### config.mk
export PLATFORM = sky130hd
export DESIGN_NAME = scan_select_sequencer
export DESIGN_NICKNAME = d
export VERILOG_FILES = /design/src/rtl/scan_select_sequencer.sv
export SDC_FILE = /design/constraint.sdc
export NUM_CORES = 1
export LEC_CHECK = 0
export CELL_PAD_IN_SITES_DETAIL_PLACEMENT = 1
export CELL_PAD_IN_SITES_GLOBAL_PLACEMENT = 2
export CORE_MARGIN = 3
export CORE_UTILIZATION = 34
export CTS_CLUSTER_DIAMETER = 200
export CTS_CLUSTER_SIZE = 16
export DETAILED_ROUTE_END_ITERATION = 8
export GPL_ROUTABILITY_DRIVEN = 0
export GPL_TIMING_DRIVEN = 0
export PLACE_DENSITY = 0.83
export SLEW_MARGIN = 10
export SYNTH_ARGS = -nofsm -noshare
export SYNTH_HDL_FRONTEND = slang
export SYNTH_SLANG_ARGS = --single-unit
### constraint.sdc
create_clock -name clk -period 3 [get_ports clk]
set_clock_uncertainty 0.2 [all_clocks]
set_input_delay 0.6 -clock clk [delete_from_list [all_inputs] [get_ports clk]]
set_output_delay 0.6 -clock clk [all_outputs]
set_load 0.01 [all_outputs]
### src/rtl/scan_select_sequencer.sv
// rtl/scan_select_sequencer.sv - select/enable sequencer driving a one-hot decoder with dead-time blanking
module scan_select_sequencer #(
    parameter int SEL_W = 3,
    parameter int PRE_W = 16,
    parameter int BLANK = 1
) (
    input  logic             clk,
    input  logic             rst,
    input  logic             run,
    input  logic             step,
    input  logic             dir,
    input  logic [PRE_W-1:0] period,
    output logic [SEL_W-1:0] sel,
    output logic             en,
    output logic             tick,
    output logic             wrap
);

    typedef enum logic [1:0] {
        st_stop  = 2'd0,
        st_run   = 2'd1,
        st_blank = 2'd2
    } state_t;

    localparam logic [SEL_W-1:0] SEL_MAX    = '1;
    localparam logic [2:0]       BLANK_LAST = (BLANK > 0) ? 3'(BLANK - 1) : 3'd0;

    state_t           state, state_n;
    logic [PRE_W-1:0] pcnt, pcnt_n;
    logic [2:0]       bcnt, bcnt_n;
    logic [SEL_W-1:0] sel_n;
    logic             en_n, tick_n, wrap_n;
    logic             step_q, step_rise, adv;

    assign step_rise = step & ~step_q;

    always_ff @(posedge clk or posedge rst) begin
        if (rst) begin
            state  <= st_stop;
            pcnt   <= '0;
            bcnt   <= '0;
            sel    <= '0;
            en     <= 1'b0;
            tick   <= 1'b0;
            wrap   <= 1'b0;
            step_q <= 1'b0;
        end else begin
            state  <= state_n;
            pcnt   <= pcnt_n;
            bcnt   <= bcnt_n;
            sel    <= sel_n;
            en     <= en_n;
            tick   <= tick_n;
            wrap   <= wrap_n;
            step_q <= step;
        end
    end

    always_comb begin
        state_n = state;
        pcnt_n  = pcnt;
        bcnt_n  = bcnt;
        sel_n   = sel;
        adv     = 1'b0;
        wrap_n  = 1'b0;

        case (state)
            st_stop: begin
                pcnt_n = '0;
                if (run) begin
                    state_n = st_run;
                end else if (step_rise) begin
                    adv = 1'b1;
                end
            end
            st_run: begin
                if (!run) begin
                    state_n = st_stop;
                    pcnt_n  = '0;
                end else if (pcnt == period) begin
                    adv    = 1'b1;
                    pcnt_n = '0;
                end else if (pcnt > period) begin
                    pcnt_n = '0;
                end else begin
                    pcnt_n = pcnt + 1'b1;
                end
            end
            st_blank: begin
                // Prescaler keeps running but parks at period so a due advance waits for RUN
                pcnt_n = (pcnt >= period) ? period : pcnt + 1'b1;
                if (bcnt == BLANK_LAST) begin
                    state_n = run ? st_run : st_stop;
                    if (!run) begin
                        pcnt_n = '0;
                    end
                end else begin
                    bcnt_n = bcnt + 3'd1;
                end
            end
            default: begin
                state_n = st_stop;
                pcnt_n  = '0;
            end
        endcase

        if (adv) begin
            sel_n  = dir ? sel - 1'b1 : sel + 1'b1;
            wrap_n = dir ? (sel == '0) : (sel == SEL_MAX);
            if (BLANK > 0) begin
                state_n = st_blank;
                bcnt_n  = 3'd0;
            end
        end

        tick_n = adv;
        en_n   = (state_n != st_blank);
    end

endmodule
-- Word-level counts from Yosys, hierarchy flattened
Index checks and enable logic that the tools add are counted.
- flip-flop bits (word level): 28
- bits of input ports: 21
- RAM bits: 0
- ROM bits: 0
- word-level logic and storage cells: 51
- memories: 0
- latch bits: 0
- output and inout bits: 6
- magnitude comparators: 2
- bitwise gates (word level): 2
- shifts and indexed selects: 0
- multiply operators: 0
- div/mod/pow operators: 0
- reductions and logical operators: 5
- multiplexer cells: 24
- add/sub/neg operators: 4
- equality and inequality tests: 6
- operator list (cell ; count):
    $mux 16 ; 6
    $pmux 16 s2 ; 1
    $add 16x1->16 const B ; 1
    $eq 16x16->1 ; 1
    $ge 16x16->1 ; 1
    $gt 16x16->1 ; 1
    $mux 3 ; 4
    $mux 2 ; 4
    $mux 1 ; 7
    $add 3x1->3 const B ; 2
    $logic_not 3->1 ; 2
    $pmux 2 s3 ; 1
    $ne 2x2->1 const B ; 2
    $eq 3x3->1 const B ; 1
    $sub 3x1->3 const B ; 1
    $eq 2x1->1 const B ; 1
    $eq 2x2->1 const B ; 1
    $logic_not 2->1 ; 1
    $pmux 1 s2 ; 1
    $reduce_and 2->1 ; 1
    $reduce_bool 2->1 ; 1
    $and 1x1->1 ; 1
    $not 1->1 ; 1

-- Depth between registers and ports, before layout
Gate-level depths: netlist of run 1.
- word-level depth: 7
- gate-level depth with buffers: 8
- gate-level depth less buffers: 7

-- Worst setup path after synthesis of run 1
No wires, ideal clock.
- path kind: input port to flip-flop
- start point: input period[14]
- end point: register pcnt[0]
- required time: 2.721 ns
- buffers on the path: 1
- slack: 0.670 ns
- stages on the path: 8
- arrival time: 2.050 ns
- cell sequence: inv_1 ha_1 nand4_4 nor4_4 o31ai_2 o211ai_4 buf_12 mux2i_1
- word-level cells in the longest chain between the ends: 5
- elaborated cells on any way between the ends: 10
- RTL lines (item ; RTL line ; text):
    from (decl) ; 12 ; input logic [PRE_W-1:0] period,
    $ge 16x16->1 / $gt 16x16->1 (equally long branches) ; 91, 83 ;
    $mux 16 (on tied branches) ; 91, 83 ;
    $mux 16 (on tied branches) ; 94, 80 ;
    $mux 16 (on tied branches) ; 92, 77 ;
    $pmux 16 s2 * ; 67 ; case (state)
    net pcnt_n[0] ; 29 ; logic [PRE_W-1:0] pcnt, pcnt_n;
    to (signal assigned) ; 49 ; pcnt <= pcnt_n;
    to (decl) ; 29 ;
Mark *: on every way through the listed nets, which the timed path passes. The rest lies on a longest branch.
A chain may end at the register's enable or synchronous reset.

-- Worst setup path in the final report of run 1
- start point: input period[14]
- end point: register pcnt[8]
Same word-level chain as after synthesis.

==> summary.md, run 1 <==
| Metric | Value |
|---|---|
| Status | `complete, no violations` |
| Worst Path Arrival | `2.75 ns` |
| Hold Crit Start | `sel[2]` |
| Pre-antenna DRT Iters | `4` |
| Final worst setup slack | `0.261 ns` |
| TritonCTS clock tree | `yes` |
| RSZ-0062 raised after global routing | `no` |
| R2R Path Start | `pcnt[14]` |
| Initial core utilization | `0.365` |
| FF+latch count, synth | `28` |
| Worst VDD drop | `0.320 mV` |
| Final setup fails | `0` |
| Pwr dens | `458 mW/mm²` |
| Reg area | `701 µm²` |
| Commonest cells in the synthesized netlist | `nand2_1, dfrtp_1, inv_1` |
| Finished Cell Area | `0.00249 mm²` |
| CORE AREA | `0.00574 mm²` |
| Most numerous cell in the Yosys netlist | `nand2_1` |
| Final Util | `0.433` |
| R2r setup slk | `0.66 ns` |
| Crit path to | `pcnt[8]` |
| R2R depth | `7` |
| Layout cells sized above 1 | `0.0627` |
| All-layer global routing usage | `0.149` |
| Synth top area share | `0.334` |
| Horiz. Die Dim | `84.5 µm` |
| Met3 WL | `97 µm` |
| Root buffer cell | `clkbuf_8` |
| Wire length per cell | `15.2 µm` |
| Worst-Margin Slew | `1.08 ns` |
| First-pass GRT wire length | `8650 µm` |
| Startpoint Class | `primary input` |
| Number of synthesized flops with an enable pin | `0` |
| Register area share after synthesis | `0.334` |
| Resized Gates After CTS | `0` |
| Clk Latency, worst-skew pair | `0.28 ns` |
| Wl on met1 | `2450 µm` |
| # fillers | `684` |
| Leakage | `0.00115 µW` |
| Fraction of registers with async set/reset | `1.00` |
| Top layer in use | `met4` |
| CTS sink cnt | `28` |
| # Post-CTS Setup Buffers | `0` |
| Total grt overflow | `0` |
| Crit-path max FO | `10` |
| I/O Buffers | `26` |
| Commonest register cell after synthesis | `dfrtp_1` |
| WHS Path Cells | `1` |
| Dpl ws | `-0.0599 ns` |
| Setup tns final | `0 ns` |
| Fmax | `0.365 GHz` |
| Synth area leaders | `dfrtp_1, ha_1, mux2i_1` |
| Final Hold Fails | `0` |
| DRT antenna net count | `0` |
| CTS buffer count | `3` |
| Slew margin rel. | `0.276` |
| Met2 WL | `2390 µm` |
| Cell Count, Final, Fillers Out | `327` |
| Mapped Area | `0.00210 mm²` |
| Die Area | `0.00714 mm²` |
| WP data required | `3.01 ns` |
| Netlist cell types | `42` |
| DP Area | `0.00245 mm²` |
| Worst setup EP type | `flip-flop` |
| H-tree depth | `1` |
| Combined area of the multi-input logic cells | `0.00125 mm²` |
| DPL Wire Length | `3800 µm` |
| IO Count | `27` |
| Initial antenna violation count | `0` |
| Clock buffer depth | `2` |
| Starting DRT DRC Count | `36` |
| Post-Synthesis Cells | `226` |
| Dpl cells | `324` |
| Syn_area_per_cell | `9.27 µm²` |
| DRC | `0` |
| CTS Hold Bufs | `0` |
| Die Ht | `84.5 µm` |
| R2R Path End | `pcnt[8]` |
| # rows | `27` |
| Layout area overhead | `18.7%` |
| Setup Crit Path Kind | `primary input to flip-flop` |
| Number of max-cap violations | `0` |
| Final Cycle Share | `0.913` |
| Warnings, synthesis | `0` |
| Syn_nets | `271` |
| ANT cells | `0` |
| Via/cell ratio | `5.09` |
| CP Launch Point | `period[14]` |
| Hold WC Path Type | `flip-flop to flip-flop` |
| Pins Over Slew Limit | `0` |
| Post-synth top area cell | `dfrtp_1` |
| Total wire length | `4980 µm` |
| Net count reported at finish | `302` |
| Via Count | `1665` |
| Crit path time final | `2.74 ns` |
| Clock slew at reported path FFs | `0.10 ns` |
| Vias in the first global route | `1783` |
| Largest net degree at the start of global routing | `29` |
metal layers:
layer	GRT usage	up-vias
met5	0	-
met4	0.0345	0
met3	0.0206	2
met2	0.248	20
met1	0.205	811
li1	-	832
how the worst min path moves through the flow:
stage and to:
6_report sel[2], 5_1_grt sel[2], 4_1_cts sel[2], 3_5_place_dp sel[2], 3_3_place_gp sel[2], 2_1_floorplan bcnt[2]
cell families (layout without fill, tap and decap cells):
logic type | count (synthesis) | count (layout) | share of synthesized area
buffers and inverters | 32 | 61 | 0.0675
xor gates and xnor gates | 17 | 17 | 0.0710
and+or+nand+nor | 82 | 82 | 0.201
muxes | 17 | 17 | 0.0818
adders and majority gates | 24 | 24 | 0.147
AOI/OAI and AO/OA | 26 | 26 | 0.0973
DFF | 28 | 28 | 0.334
final cells by class:
| type | count | area share |
|---|---|---|
| flip-flops and latches | 28 | 0.282 |
| well taps | 72 | 0.0362 |
| repair buffers | 26 | 0.105 |
| multi-input cells | 166 | 0.504 |
| inverters | 28 | 0.0423 |
| plain buffers | 4 | 0.0146 |
| clock buffers | 3 | 0.0166 |
layout by cell type (no fill, tap or decap), types with 2 or more instances in the layout:
cell / n
clkbuf_8: 3
nor4_1: 3
a21oi_1: 8
xor2_1: 8
nand2b_1: 3
nor2_1: 7
nand2_1: 42
dfrtp_1: 28
and3_1: 2
nor3_1: 6
and4_1: 2
nand4_1: 2
nand4_2: 2
clkdlybuf4s50_1: 26
mux2i_1: 16
ha_1: 23
nand3_1: 9
xnor2_1: 9
a21o_1: 2
inv_1: 27
o21ai_0: 3
registers in the layout, summed over array words and instances, names as in the netlist:
signal	flops
pcnt	16
bcnt	3
sel	3
state	2
en	1
step_q	1
tick	1
wrap	1
critical path, stage by stage:
cell and delay (ns):
clkdlybuf4s50_1 0.48, inv_1 0.05, ha_1 0.35, nand4_4 0.16, nor4_4 0.37, o31ai_2 0.15, o211ai_4 0.20, buf_12 0.21
mux2i_1 0.19
power by group:
group          total, µW  switching (µW)  internal (µW)
Combinational        430             229            201
Sequential           494            60.7            434
Clock                216             126           90.6
Total               1140             415            725
through the flow:
stage | total power [µW] | hold WS, ns
floorplan | 764 | 0.297
global placement | 922 | 0.312
detailed placement | 937 | 0.318
CTS | 1160 | 0.340
global route | 1240 | 0.361
finish | 1140 | 0.333
Power figures use the tool's default switching activity.
==> run 2: changes to the inputs <==
==> config.mk (replaced) <==
export PLATFORM = sky130hd
export DESIGN_NAME = scan_select_sequencer
export DESIGN_NICKNAME = d
export VERILOG_FILES = /design/src/rtl/scan_select_sequencer.sv
export SDC_FILE = /design/constraint.sdc
export NUM_CORES = 1
export LEC_CHECK = 0
export CORE_MARGIN = 3
export CORE_UTILIZATION = 35
export CTS_CLUSTER_DIAMETER = 200
export CTS_CLUSTER_SIZE = 16
export DETAILED_ROUTE_END_ITERATION = 8
export GPL_ROUTABILITY_DRIVEN = 0
export GPL_TIMING_DRIVEN = 0
export PLACE_DENSITY = 0.61
export SLEW_MARGIN = 10
export SYNTH_ARGS = -nofsm -noshare
export SYNTH_HDL_FRONTEND = slang
export SYNTH_SLANG_ARGS = --single-unit
==> constraint.sdc (replaced) <==
create_clock -name clk -period 2.4 [get_ports clk]
set_clock_uncertainty 0.2 [all_clocks]
set_input_delay 0.48 -clock clk [delete_from_list [all_inputs] [get_ports clk]]
set_output_delay 0.48 -clock clk [all_outputs]
set_load 0.01 [all_outputs]
==> summary.md, run 2 (synthesized netlist as in run 1, its figures left out) <==
| Metric | Value |
|---|---|
| Final Cycle Share | `0.979` |
| WHS Path Cells | `3 (was 1)` |
| CTS sink cnt | `28 (unchanged)` |
| H-tree depth | `1 (unchanged)` |
| WP data required | `2.37 ns (was 3.01 ns)` |
| Worst setup EP type | `flip-flop (unchanged)` |
| Clk Latency, worst-skew pair | `0.28 ns (about the same)` |
| Psw | `521 µW (was 415 µW)` |
| Slew margin rel. | `0.312 (was 0.276)` |
| Worst-Margin Slew | `1.03 ns (was 1.08 ns)` |
| CTS buffer count | `3 (unchanged)` |
| Leakage | `0.00128 µW (was 0.00115 µW)` |
| Number of max-cap violations | `0 (unchanged)` |
| Switching share of total power | `0.336 (was 0.364)` |
| Logic gate share of total power | `0.356 (was 0.377)` |
| Setup Crit Path Kind | `primary input to flip-flop (unchanged)` |
| Pwr dens | `554 mW/mm² (was 458 mW/mm²)` |
| Startpoint Class | `primary input (unchanged)` |
| Largest Register | `pcnt (unchanged)` |
| Final Util | `0.496 (was 0.433)` |
| Initial antenna violation count | `0 (unchanged)` |
| Net count reported at finish | `309 (was 302)` |
| Largest regs | `pcnt x16, bcnt x3, sel x3 (unchanged)` |
| Via Count | `1693 (was 1665)` |
| Final setup fails | `0 (unchanged)` |
| R2R depth | `7 (unchanged)` |
| Die Ht | `83.4 µm (was 84.5 µm)` |
| Layout area overhead | `33.4% (was 18.7%)` |
| IO Count | `27 (unchanged)` |
| Clock buffer depth | `2 (unchanged)` |
| Worst Path Arrival | `2.32 ns (was 2.75 ns)` |
| CTS Hold Bufs | `0 (unchanged)` |
| # fillers | `530 (was 684)` |
| Initial core utilization | `0.371 (was 0.365)` |
| All-layer global routing usage | `0.147 (was 0.149)` |
| Final Hold Fails | `0 (unchanged)` |
| First-pass GRT wire length | `8360 µm (was 8650 µm)` |
| Vias in the first global route | `1767 (was 1783)` |
| Seq pwr share | `0.396 (was 0.434)` |
| # rows | `27 (unchanged)` |
| Horiz. Die Dim | `83.4 µm (was 84.5 µm)` |
| Max reg flops | `16 (unchanged)` |
| Starting DRT DRC Count | `93 (was 36)` |
| Largest net degree at the start of global routing | `29 (unchanged)` |
| Total wire length | `4710 µm (was 4980 µm)` |
| Hold WC Path Type | `primary input to flip-flop (was flip-flop to flip-flop)` |
| DRT antenna net count | `0 (unchanged)` |
| Root buffer cell | `clkbuf_8 (unchanged)` |
| Pins Over Slew Limit | `0 (unchanged)` |
| Most frequent cells in the layout | `nand2_1, dfrtp_1, inv_1 (unchanged)` |
| DP Area | `0.00245 mm² (unchanged)` |
| Die Area | `0.00695 mm² (was 0.00714 mm²)` |
| R2r setup slk | `0.15 ns (was 0.66 ns)` |
| TritonCTS clock tree | `yes (unchanged)` |
| Crit path time final | `2.35 ns` |
| Most common cell after layout, fill and taps aside | `nand2_1 (unchanged)` |
| DPL Wire Length | `3360 µm (was 3800 µm)` |
| Crit-path max FO | `5 (was 10)` |
| Clock network power share | `0.248 (was 0.190)` |
| Finished Cell Area | `0.00280 mm² (was 0.00249 mm²)` |
| Clock slew at reported path FFs | `0.10 ns (about the same)` |
| Layout cells sized above 1 | `0.194 (was 0.0627)` |
| CORE AREA | `0.00564 mm² (was 0.00574 mm²)` |
| Pre-antenna DRT Iters | `4 (unchanged)` |
| ANT cells | `0 (unchanged)` |
| Fmax | `0.426 GHz` |
| I/O Buffers | `26 (unchanged)` |
| Via/cell ratio | `5.05 (was 5.09)` |
| Total grt overflow | `0 (unchanged)` |
| Internal power | `1030 µW (was 725 µW)` |
| Worst VDD drop | `0.335 mV (was 0.320 mV)` |
| DRC | `0 (unchanged)` |
| Status | `complete, no violations (unchanged)` |
| Wire length per cell | `14.0 µm (was 15.2 µm)` |
## run 2: changes by cell type in the layout (fill, tap and decap cells not counted), sizes merged
cell / delta
clkdlybuf4s50: -14
buf: +8
dlymetal6s2s: +8
dlygate4sd2: +6
bufinv: +1
clkbuf: -1
## run 2: area by class of cell
class	count	area, µm²	area share
Multi-Input combinational cell	166	1440	0.513
Sequential cell	28	701	0.251
Timing Repair Buffer	34	358	0.128
Inverter	28	105	0.0376
Tap cell	72	90.1	0.0322
Clock buffer	3	41.3	0.0148
Buffer	3	36.3	0.0130
Clock inverter	1	30.0	0.0107
## run 2: stage by stage
stage / cells / power (µW) / TNS (ns) / hold slack (ns) / setup WS [ns]
6_report: 335 / 1550 / 0 / 0.278 / 0.0515
5_1_grt: 335 / 1680 / -0.00151 / 0.286 / -0.00151
4_1_cts: 336 / 1560 / 0 / 0.354 / 0.000918
3_5_place_dp: 324 / 1150 / -10.90 / 0.331 / -0.555
3_3_place_gp: 324 / 1140 / -11.32 / 0.309 / -0.543
2_1_floorplan: 226 / 955 / 0 / 0.297 / 0.190
## run 2: path summary, 6_finish.rpt
check | start | to
max | period[1] | pcnt[1]
min | period[12] | pcnt[12]
max reg2reg | pcnt[9] | pcnt[1]
min reg2reg | sel[2] | sel[2]
max in group asynchronous | rst | pcnt[1]
min in group asynchronous | rst | pcnt[14]
## run 2: what timing repair did
action                                  in CTS  in global routing
pin swaps                                    7                  9
setup buffers                                6                  0
endpoints found under the setup margin      24                 23
resized for setup                           27                 22
cloned                                       2                  0
## run 2: per-layer routing
| metal | vias up | global-route usage | wire (µm) |
|---|---|---|---|
| li1 | 850 | - | - |
| met1 | 811 | 0.199 | 2280 |
| met2 | 28 | 0.243 | 2250 |
| met3 | 4 | 0.0198 | 124 |
| met4 | 0 | 0.0446 | 55 |
| met5 | - | 0 | 0 |
## run 2: power groups by stage
stage | Sequential [µW] | Clock [µW] | Combinational [µW]
floorplan | 623 | 0 | 332
global placement | 622 | 0 | 521
detailed placement | 624 | 0 | 530
CTS | 615 | 397 | 550
global route | 626 | 420 | 629
finish | 614 | 385 | 551
## run 2: critical path, cell delays in order
cell             delay, ns
clkdlybuf4s50_1       0.48
inv_1                 0.05
ha_1                  0.30
and4_4                0.19
o31ai_4               0.29
o211ai_4              0.18
buf_12                0.19
mux2i_4               0.17
==> run 3: changes to the inputs <==
--- a/config.mk
+++ b/config.mk
@@ -5,6 +5,7 @@
 export SDC_FILE = /design/constraint.sdc
 export NUM_CORES = 1
 export LEC_CHECK = 0
+export ABC_CLOCK_PERIOD_IN_PS = 2400
 export CORE_MARGIN = 3
 export CORE_UTILIZATION = 35
 export CTS_CLUSTER_DIAMETER = 200
@@ -12,6 +13,7 @@
 export DETAILED_ROUTE_END_ITERATION = 8
 export GPL_ROUTABILITY_DRIVEN = 0
 export GPL_TIMING_DRIVEN = 0
+export HOLD_SLACK_MARGIN = 0.08
 export PLACE_DENSITY = 0.61
 export SLEW_MARGIN = 10
 export SYNTH_ARGS = -nofsm -noshare
==> results of run 3 <==
Same layout as run 2: the final DEF is identical, and so are final timing and power.
